--- src/rtl/layernorm_row_sequencer.sv ---
// Batch-to-row command sequencer for the LayerNorm engine: expands one batch
// command into per-row engine commands with strided addresses and a done watchdog.
module layernorm_row_sequencer #(
    parameter int unsigned ADDR_W      = 16,
    parameter int unsigned TIMEOUT_CYC = 4096
) (
    input  logic              clk,
    input  logic              rst,
    input  logic              batch_valid,
    output logic              batch_ready,
    input  logic [15:0]       batch_rows,
    input  logic [15:0]       batch_length,
    input  logic [ADDR_W-1:0] batch_src_base,
    input  logic [ADDR_W-1:0] batch_src_stride,
    input  logic [ADDR_W-1:0] batch_dst_base,
    input  logic [ADDR_W-1:0] batch_dst_stride,
    input  logic [ADDR_W-1:0] batch_gamma_base,
    input  logic [ADDR_W-1:0] batch_beta_base,
    output logic              ln_cmd_valid,
    input  logic              ln_cmd_ready,
    output logic [15:0]       ln_length,
    output logic [ADDR_W-1:0] ln_src_base,
    output logic [ADDR_W-1:0] ln_dst_base,
    output logic [ADDR_W-1:0] ln_gamma_base,
    output logic [ADDR_W-1:0] ln_beta_base,
    input  logic              ln_done,
    output logic              busy,
    output logic              done,
    output logic              err,
    output logic [15:0]       rows_done
);

    localparam int unsigned CNT_W  = 16;
    localparam int unsigned WDOG_W = (TIMEOUT_CYC > 1) ? $clog2(TIMEOUT_CYC) : 1;
    localparam logic [WDOG_W-1:0] WDOG_LAST = WDOG_W'(TIMEOUT_CYC - 1);
    localparam bit WDOG_EN = (TIMEOUT_CYC != 0);

    typedef enum logic [2:0] {
        S_IDLE,
        S_ISSUE,
        S_WAIT,
        S_NEXT,
        S_DONE
    } state_t;

    state_t              state;
    logic [CNT_W-1:0]    rows_q;
    logic [CNT_W-1:0]    row_idx;
    logic [ADDR_W-1:0]   src_stride_q;
    logic [ADDR_W-1:0]   dst_stride_q;
    logic [WDOG_W-1:0]   wdog;

    logic accept_c;
    logic last_row_c;
    logic zero_batch_c;

    assign accept_c     = batch_valid && batch_ready;
    assign last_row_c   = (row_idx == rows_q - CNT_W'(1));
    assign zero_batch_c = (batch_rows == '0) || (batch_length == '0);

    // Sequencer FSM; the ln_* payload registers double as the current row addresses.
    always_ff @(posedge clk) begin
        if (rst) begin
            state         <= S_IDLE;
            batch_ready   <= 1'b1;
            busy          <= 1'b0;
            ln_cmd_valid  <= 1'b0;
            done          <= 1'b0;
            err           <= 1'b0;
            rows_done     <= '0;
            ln_length     <= '0;
            ln_src_base   <= '0;
            ln_dst_base   <= '0;
            ln_gamma_base <= '0;
            ln_beta_base  <= '0;
            rows_q        <= '0;
            row_idx       <= '0;
            src_stride_q  <= '0;
            dst_stride_q  <= '0;
            wdog          <= '0;
        end else begin
            done <= 1'b0;
            case (state)
                S_IDLE: begin
                    if (accept_c) begin
                        ln_length     <= batch_length;
                        ln_src_base   <= batch_src_base;
                        ln_dst_base   <= batch_dst_base;
                        ln_gamma_base <= batch_gamma_base;
                        ln_beta_base  <= batch_beta_base;
                        src_stride_q  <= batch_src_stride;
                        dst_stride_q  <= batch_dst_stride;
                        rows_q        <= batch_rows;
                        row_idx       <= '0;
                        rows_done     <= '0;
                        wdog          <= '0;
                        batch_ready   <= 1'b0;
                        busy          <= 1'b1;
                        if (zero_batch_c) begin
                            state <= S_DONE;
                            done  <= 1'b1;
                            err   <= 1'b1;
                        end else begin
                            state        <= S_ISSUE;
                            ln_cmd_valid <= 1'b1;
                            err          <= 1'b0;
                        end
                    end
                end
                S_ISSUE: begin
                    if (ln_cmd_ready) begin
                        ln_cmd_valid <= 1'b0;
                        wdog         <= '0;
                        state        <= S_WAIT;
                    end
                end
                S_WAIT: begin
                    // A completion arriving on the expiry cycle still counts as success.
                    if (ln_done) begin
                        rows_done <= rows_done + CNT_W'(1);
                        if (last_row_c) begin
                            state <= S_DONE;
                            done  <= 1'b1;
                            err   <= 1'b0;
                        end else begin
                            state <= S_NEXT;
                        end
                    end else if (WDOG_EN && (wdog == WDOG_LAST)) begin
                        state <= S_DONE;
                        done  <= 1'b1;
                        err   <= 1'b1;
                    end else begin
                        wdog <= wdog + WDOG_W'(1);
                    end
                end
                S_NEXT: begin
                    ln_src_base  <= ln_src_base + src_stride_q;
                    ln_dst_base  <= ln_dst_base + dst_stride_q;
                    row_idx      <= row_idx + CNT_W'(1);
                    ln_cmd_valid <= 1'b1;
                    state        <= S_ISSUE;
                end
                S_DONE: begin
                    batch_ready <= 1'b1;
                    busy        <= 1'b0;
                    state       <= S_IDLE;
                end
                default: begin
                    ln_cmd_valid <= 1'b0;
                    batch_ready  <= 1'b1;
                    busy         <= 1'b0;
                    state        <= S_IDLE;
                end
            endcase
        end
    end

endmodule

--- config.mk ---
export PLATFORM = sky130hd
export DESIGN_NAME = layernorm_row_sequencer
export DESIGN_NICKNAME = d
export VERILOG_FILES = /design/src/rtl/layernorm_row_sequencer.sv
export SDC_FILE = /design/constraint.sdc
export NUM_CORES = 1
export LEC_CHECK = 0
export BUFFER_PORTS_ARGS = -buffer_cell sky130_fd_sc_hd__buf_2
export CORE_ASPECT_RATIO = 1.5
export CORE_UTILIZATION = 45
export CTS_CLUSTER_DIAMETER = 40
export DETAILED_ROUTE_END_ITERATION = 6
export GPL_TIMING_DRIVEN = 1
export PLACE_DENSITY = 0.75
export RECOVER_POWER = 50
export SYNTH_ARGS = -nofsm -noshare
export SYNTH_HDL_FRONTEND = slang
export SYNTH_SLANG_ARGS = --single-unit
--- constraint.sdc ---
create_clock -name clk -period 2.3 [get_ports clk]
set_input_delay 0.46 -clock clk [delete_from_list [all_inputs] [get_ports clk]]
set_output_delay 0.46 -clock clk [all_outputs]
set_load 0.05 [all_outputs]
==> flow_summary.toml <==
[detailed_routing]
wl_met2_um = 13300
wl_met1_um = 9590
drc = 0
dr.pass1.iters = 5
drt_iter0_drc = 468
vias = 8841
wl_met3_um = 1140
ant_nets = 0
viasPerCell = 5.44
top_layer = "met4"
wl_per_cell_um = 15.5
finalWirelength_um = 25200

[worst_setup_path]
crit_required_ns = 2.66
ff2ff_path_depth = 10
startpoint_type = "flop"
crit_fanout = 4
cp.arrival_ns = 2.62
rr_endpoint = "ln_src_base[14]"
rr_startpoint = "ln_src_base[0]"
r2r_slack_ns = 0.04
criticalPathCategory = "flop to flop"
end_kind = "flop"

[power]
p_switching_mw = 3.21
swShare_pct = 35.1
vdd_drop_max_mv = 0.516
clkPwrFrac_pct = 33.0
combPwrFrac_pct = 27.9
internal_power_mw = 5.93
p_per_area_nw_per_um2 = 817
seqPwrFrac_pct = 39.1
p_leak_nw = 4.39

[synth]
synthTopCellsByCount = "nand2_1 (248), dfxtp_1 (180), a21oi_1 (147), nor2_1 (77), clkbuf_1 (56)"
synth-seq-cells = 180
synthFlopType = "dfxtp_1"
mappedNetlistArea_um2 = 8930
yosysSeqAreaShare_pct = 40.4
ys_top_cells_by_area = "dfxtp_1 (40%), nand2_1 (10%), a21oi_1 (8.2%)"
yosys_warnings = 0
synthArstFlopShare_pct = 0
synth_most_common_cell = "nand2_1"
synth_top_area_share_pct = 40.4
synth_edf_count = 0
syn_inst = 1125
yosysUniqueCellTypes = 69
syn_nets = 1294
synth_top_cell_by_area = "dfxtp_1"
syn_avg_cell_area_um2 = 7.94

[cts]
cts_max_level = 4
clkSlewWorstSetupHoldPaths_ns = 0.07
clockBufferDepth = 2
cts_hold_buffers = 0
cts_inserted_buffers = 17
insertion_delay_ns = 0.44
cts_root_buf = "clkbuf_16"
clock_sinks = 180
cts_tree = "built"

[place]
gp_congestion = 0.888
placed_area_um2 = 10600
post-dp-hpwl_um = 18400
place.port_buffers = 233

[timing]
worst_pin_slew_ns = 0.979
slew_viol_final = 0
period_share_pct = 98.1
fmax_ghz = 0.443
skew_ns = 0.0163
period_minus_slack_ns = 2.26
setup_viol = 0
maxSlewHeadroom_pct = 34.7
hold_violations = 0
rsz0062_at_grt = "yes"

[global_route]
grt.overflow.total = 0
grt_usage_pct = 24.9
grt_max_degree = 82
antenna_found_initial = 2
grt_pass1_wl_um = 39600
grt_pass1_vias = 8359

[die]
core_area_um2 = 19300
die_area_um2 = 20400
std_cell_rows = 62
pin_count = 234
die_h_um = 175
die_w_um = 117
start_util_pct = 46.2

[final_layout]
nNetsFinal = 1523
post-route-util_pct = 58.0
drive_above_1_share_pct = 19.1
design_area_um2 = 11200
n_fill_cell = 1813
area_delta_synth_final_pct = 25.4

[outcome]
status = "complete, no violations"

[min_path]
min_to = "ln_gamma_base[15]"
hp-class = "primary input to flop"
whs_path_depth = 3
min_from = "batch_gamma_base[15]"

[run]
max_cap_viol_count = 0
-- worst max path at each step --
stage	slack (ns)	start	endpoint	cells past startpoint
floorplan	-0.02	ln_src_base[0]	ln_src_base[14]	10
global route	-0.03	ln_src_base[0]	ln_src_base[14]	10
global placement	0.02	src_stride_q[0]	ln_src_base[14]	10
CTS	-0.009	src_stride_q[0]	ln_src_base[14]	10
detailed placement	-0.02	ln_dst_base[0]	ln_dst_base[12]	11
finish	0.04	ln_src_base[0]	ln_src_base[14]	10
-- critical path: stages (launching register included) --
cell      delay [ns]
dfxtp_4         0.36
ha_4            0.13
inv_2           0.03
fa_2            0.36
nor2b_4         0.16
o31ai_4         0.09
a211oi_2        0.23
a211o_1         0.16
a21oi_2         0.06
or4b_4          0.48
a31oi_1         0.13
-- registers in the layout, summed over array words and instances, names as in the netlist, 3 cells and up --
register       count
wdog              12
ln_beta_base      16
state              3
dst_stride_q      16
rows_q            16
src_stride_q      16
ln_dst_base       16
rows_done         16
row_idx           16
ln_src_base       16
ln_length         16
ln_gamma_base     16
-- placed cells by master (no fill, tap or decap), drive strengths merged, types with 14 or more instances in the layout --
cell    count
nand4      16
inv        21
a21oi     147
nand3      31
nor2b      15
nand2     248
xnor2      31
nor4       19
buf       170
o21ai      25
o21a       14
xor2       30
dfxtp     180
nor3       25
nor2       78
a22oi      21
ha         34
clkbuf    123
-- per-stage QoR --
stage / power, mW / TNS (ns) / worst slack [ns] / std cells / hold WS, ns
global route: 9.58 / -0.100 / -0.0350 / 1624 / 0.242
finish: 9.15 / 0 / 0.0433 / 1624 / 0.250
global placement: 6.14 / 0 / 0.0196 / 1587 / 0.439
detailed placement: 6.18 / -0.0424 / -0.0197 / 1587 / 0.443
floorplan: 5.44 / -0.0164 / -0.0164 / 1125 / 0.440
CTS: 9.20 / -0.00942 / -0.00942 / 1620 / 0.237
-- layer usage --
layer	track usage, %	vias to the layer above
li1	-	4397
met1	25.9	4140
met2	45.3	232
met3	5.16	72
met4	13.9	0
met5	0	-
-- area by class of cell --
class / instances / area (um2) / area share, %
Multi-Input combinational cell: 867 / 5180 / 46.3
Sequential cell: 180 / 3630 / 32.4
Timing Repair Buffer: 273 / 1400 / 12.5
Clock buffer: 20 / 467 / 4.17
Tap cell: 256 / 320 / 2.86
Clock inverter: 12 / 140 / 1.25
Inverter: 15 / 56.3 / 0.503
Antenna cell: 1 / 2.50 / 0.0223
-- cells by family (layout without fill, tap and decap cells) --
logic type	count (synthesis)	after routing	synth area share [%]
AOI/OAI and AO/OA	278	278	19.0
adders and majority gates	36	36	5.21
DFF	180	180	40.4
and+or+nand+nor	488	488	25.6
muxes	4	4	0.449
xor gates and xnor gates	61	61	5.98
buffers and inverters	78	320	3.46
other	0	1	0
-- power by group through the flow --
stage / clock [mW] / combinational, mW / sequential, mW
after floorplan: 0 / 1.30 / 4.15
after global placement: 0 / 2.51 / 3.63
after detailed placement: 0 / 2.54 / 3.63
after CTS: 3.07 / 2.56 / 3.57
after global routing: 3.20 / 2.77 / 3.61
final: 3.02 / 2.55 / 3.58
-- what timing repair did --
action                                  4_1_cts  5_1_grt
setup buffers                                 1        3
endpoints found under the setup margin        3       33
resized for setup                             3       28
pin swaps                                     0       10
No activity file was read; power rests on OpenSTA's default activity.
